<file path="src/rtl/seg_scan_ctrl.sv">
// Multiplexed 7-segment scan controller: shadow/active digit banks, blanked slots, shared registered decoder.
// Optional leading-zero blanking is enabled by defining SEG_SCAN_LZB_EN.
module seg_scan_ctrl #(
  parameter int NUM_DIGITS = 8,
  parameter int SCAN_DIV   = 1000,
  parameter int BLANK_CYC  = 16
) (
  input  logic                          clk,
  input  logic                          reset,
  input  logic                          enable,
  input  logic                          wr_en,
  input  logic [$clog2(NUM_DIGITS)-1:0] wr_addr,
  input  logic [3:0]                    wr_data,
  input  logic                          commit,
  output logic                          commit_pending,
  output logic                          frame_done,
  output logic [3:0]                    dec_data,
  output logic [NUM_DIGITS-1:0]         digit_sel
);

  localparam int AW = $clog2(NUM_DIGITS);
  localparam int CW = $clog2(SCAN_DIV);

  localparam logic [1:0] IDLE  = 2'd0;
  localparam logic [1:0] BLANK = 2'd1;
  localparam logic [1:0] DRIVE = 2'd2;

  logic [1:0]    state, nextState;
  logic [AW-1:0] idx, nextIdx;
  logic [CW-1:0] cnt, nextCnt;
  logic          frameStart, wrap, slotStart, driveOk;
  logic [3:0]    shadow [NUM_DIGITS];
  logic [3:0]    active [NUM_DIGITS];

  always_comb begin
    nextState  = state;
    nextIdx    = idx;
    nextCnt    = cnt + CW'(1);
    frameStart = 1'b0;
    wrap       = 1'b0;
    slotStart  = 1'b0;
    if (!enable) begin
      nextState = IDLE;
      nextIdx   = '0;
      nextCnt   = '0;
    end else begin
      case (state)
        IDLE: begin
          nextState  = BLANK;
          nextIdx    = '0;
          nextCnt    = '0;
          frameStart = 1'b1;
          slotStart  = 1'b1;
        end
        BLANK: begin
          if (cnt == CW'(BLANK_CYC - 1)) nextState = DRIVE;
        end
        DRIVE: begin
          if (cnt == CW'(SCAN_DIV - 1)) begin
            nextState = BLANK;
            nextCnt   = '0;
            slotStart = 1'b1;
            if (idx == AW'(NUM_DIGITS - 1)) begin
              nextIdx    = '0;
              frameStart = 1'b1;
              wrap       = 1'b1;
            end else begin
              nextIdx = idx + AW'(1);
            end
          end
        end
        default: begin
          nextState = IDLE;
          nextIdx   = '0;
          nextCnt   = '0;
        end
      endcase
    end
  end

`ifdef SEG_SCAN_LZB_EN
  // Digits above the most significant nonzero active digit stay dark; digit 0 always lights.
  logic [AW-1:0] highIdx;
  always_comb begin
    highIdx = '0;
    for (int i = 0; i < NUM_DIGITS; i++)
      if (active[i] != 4'd0) highIdx = AW'(i);
    driveOk = (nextIdx <= highIdx);
  end
`else
  assign driveOk = 1'b1;
`endif

  // The slot's digit is latched as the slot is entered, forwarding the bank copy at a frame start,
  // so the decoder output has settled by the time the digit enable rises.
  always_ff @(posedge clk or posedge reset) begin
    if (reset) begin
      state          <= IDLE;
      idx            <= '0;
      cnt            <= '0;
      frame_done     <= 1'b0;
      commit_pending <= 1'b0;
      dec_data       <= 4'd0;
      digit_sel      <= '0;
      for (int i = 0; i < NUM_DIGITS; i++) begin
        shadow[i] <= 4'd0;
        active[i] <= 4'd0;
      end
    end else begin
      state      <= nextState;
      idx        <= nextIdx;
      cnt        <= nextCnt;
      frame_done <= wrap;
      if (wr_en && (int'(wr_addr) < NUM_DIGITS)) shadow[wr_addr] <= wr_data;
      if (frameStart && commit_pending) begin
        active         <= shadow;
        commit_pending <= commit;
      end else if (commit) begin
        commit_pending <= 1'b1;
      end
      if (slotStart)
        dec_data <= (frameStart && commit_pending) ? shadow[nextIdx] : active[nextIdx];
      if (nextState == DRIVE && driveOk)
        digit_sel <= NUM_DIGITS'(1) << nextIdx;
      else
        digit_sel <= '0;
    end
  end

endmodule

</file>
<file path="config.mk">
export PLATFORM = sky130hd
export DESIGN_NAME = seg_scan_ctrl
export DESIGN_NICKNAME = d
export VERILOG_FILES = /design/src/rtl/seg_scan_ctrl.sv
export SDC_FILE = /design/constraint.sdc
export NUM_CORES = 1
export LEC_CHECK = 0
export ABC_AREA = 0
export CAP_MARGIN = 20
export CORE_MARGIN = 4
export CORE_UTILIZATION = 60
export CTS_CLUSTER_SIZE = 14
export DETAILED_ROUTE_END_ITERATION = 6
export PLACE_DENSITY = 0.8
export SLEW_MARGIN = 20
export SYNTH_ARGS = -nofsm -noshare
export SYNTH_HDL_FRONTEND = slang
export SYNTH_SLANG_ARGS = --single-unit
</file>
<file path="constraint.sdc">
create_clock -name clk -period 9.4 [get_ports clk]
set_input_delay 2.35 -clock clk [delete_from_list [all_inputs] [get_ports clk]]
set_output_delay 2.35 -clock clk [all_outputs]
set_load 0.005 [all_outputs]
</file>
==> reports/qor.csv <==
metric,value,unit
status,"finished, final reports clean",
die_w,95.3,um
postSynthAreaPerCell,12.1,um2
globalplace.congestion,0.876,
endpoint_kind,register,
fin_worst_skew,10.9,ps
synth_top_family_by_area,multiplexers,
pin_count,26,
tns,0,ps
clockBufferDepth,2,
muxShareOfSynthArea,0.193,
timing.critical_path.from,enable,
clk_pin_slew,90,ps
fin_crit_sh,0.461,
yosys.area_share.simple,0.134,
rsz0062_at_grt,false,
cp_slowest_stage_delay,560,ps
clock-sinks,93,
antenna_cells,0,
synth_area,4570,um2
cts-root-buf,clkbuf_8,
cap_violations,0,
p_int,0.000783,W
drive_gt1_frac,0.252,
start_kind,input pin,
cp.required,9630,ps
row_count,31,
crit_chain,clkdlybuf4s50_1 -> nand3_1 -> o41ai_1 -> nand2_1 -> buf_4 -> nand2b_1 -> a311oi_1 -> or4_1,
synth_xor_area_frac,0.0153,
drtIter0Drc,196,
synthFlopType,dfrtp_1,
drc,0,
antenna_left,0,
die_y,95.3,um
switchingPower,0.000275,W
worstSkewPairLatency,360,ps
overflow,0,
synth_cell_type_count,65,
tightest_slew,916,ps
async_flop_share,1.00,
layout_commonest_cell,dfrtp_1,
crit_fanout,41,
cts_setup_buffers,0,
path_class,in -> reg,
io_buffers,25,
first_pass_iters,4,
synth_compound_area_frac,0.105,
slowest_stage,clkdlybuf4s50_1,
ys_seq_elements,93,
area_growth,12.8,%
fmax,0.231,GHz
hp-start,cnt[0],
ys_seq_area_frac,0.509,
total_power,0.00106,W
period_needed,4340,ps
avgRoutedWirePerCell,18.9,um
grt_pass1_vias,3103,
wl,9.60,mm
die_area,9070,um2
finalSetupViolations,0,
p_comb_frac,0.175,
cts_inserted_buffers,9,
initial_core_util,0.623,
final_nets,422,
p_sw_frac,0.260,
maxSlewViolCount,0,
peakVddDrop,137,uV
antenna_found_initial,0,
syn_inst,378,
groute.usage.overall,0.233,
synth_fp_nets,397,
core_area,7330,um2
fillers,518,
htreeDepth,3,
grt_pass1_wl,15.8,mm
r2r_start,state[0],
yosys_warnings,0,
cts_tree,built,
p_leak,2.28,nW
dp_hpwl,6.67,mm
grt_max_degree,64,
hold_viol,0,
vias_per_cell,6.19,
cts_hold_buf,0,
final_cell_mix,"93 x dfrtp_1, 67 x mux2_2, 28 x nand2_1, 25 x clkdlybuf4s50_1, 19 x nor2_1",
synth_edf_count,0,
num_vias,3138,
seq_power_share,0.514,
crit_arrival,4570,ps
hp-class,reg -> reg,
synthAdderAreaFrac,0.0192,
max_slew_margin,0.388,
powerDensity,205,nW/um2
cts_resized,0,
power_frac_clock,0.311,
[per-layer routing]
metal / track usage / vias to the layer above / routed length [um]
met4: 0.101 / 0 / 217
met5: 0 / - / 0
met1: 0.320 / 1582 / 4380
met2: 0.360 / 81 / 4600
li1: - / 1460 / -
met3: 0.0442 / 15 / 396
[power groups by stage]
stage / sequential [W] / combinational, W / clock [W]
4_1_cts: 0.000543 / 0.000186 / 0.000334
3_5_place_dp: 0.000550 / 0.000185 / 0
6_report: 0.000543 / 0.000185 / 0.000329
2_1_floorplan: 0.000530 / 0.000136 / 0
3_3_place_gp: 0.000546 / 0.000180 / 0
5_1_grt: 0.000554 / 0.000204 / 0.000352
[per-stage QoR]
| step | worst slack (ps) | hold WS (ps) | cell area, um2 | std cells | utilization |
|---|---|---|---|---|---|
| 2_1_floorplan | 4630 | 424 | 4570 | 378 | - |
| 3_3_place_gp | 4840 | 438 | 4900 | 491 | 0.668 |
| 3_5_place_dp | 4730 | 464 | 4900 | 491 | 0.668 |
| 4_1_cts | 5110 | 477 | 5150 | 507 | 0.703 |
| 5_1_grt | 4870 | 510 | 5150 | 507 | 0.703 |
| 6_report | 5060 | 468 | 5150 | 507 | 0.703 |
[logic make-up after synthesis]
logic type,Yosys count
and+or+nand+nor,104
DFF,93
muxes,79
AOI/OAI and AO/OA,62
buffers and inverters,25
xor gates and xnor gates,8
adders and majority gates,7
[flip-flops by register name, indices dropped and copies added, names as in the netlist]
name,count
frame_done,1
commit_pending,1
idx,3
state,2
active,32
cnt,10
digit_sel,8
dec_data,4
shadow,32
[critical path: cells and delay by family]
| family | cells | cell delay [ps] |
|---|---|---|
| simple gates | 4 | 870 |
| compound gates | 2 | 480 |
| buf+inv | 2 | 860 |
[final timing paths]
kind / slack (ps) / cells after the start / endpoint
worst min register to register: 470 / 1 / cnt[0]
worst min-delay path: 470 / 1 / cnt[0]
min in group asynchronous: 2320 / 2 / active[17]
worst max register to register: 6080 / 10 / dec_data[1]
max in group asynchronous: 5930 / 3 / dec_data[1]
worst max-delay path: 5060 / 8 / dec_data[1]
[cell type report]
type	count	area, um2	area share
flip-flops and latches	93	2330	0.452
multi-input cells	260	2130	0.414
repair buffers	28	273	0.0529
clock buffers	10	138	0.0267
well taps	99	124	0.0240
clock inverters	6	116	0.0226
inverters	11	42.5	0.00826
[cells in the mapped netlist (all sizes together), types with 6 or more instances]
master	n	area, um2
nand3	9	50.1
mux2	72	811
clkbuf	8	30.0
mux2i	7	70.1
nand2	28	105
a21oi	7	35.0
nor4	8	65.1
o31ai	7	62.6
inv	11	41.3
and2	7	43.8
dfrtp	93	2330
nor3	7	51.3
o21ai	10	53.8
buf	6	37.5
nor2	19	71.3
ha	7	87.6
Note: power is estimated with default switching activity, not from simulation.
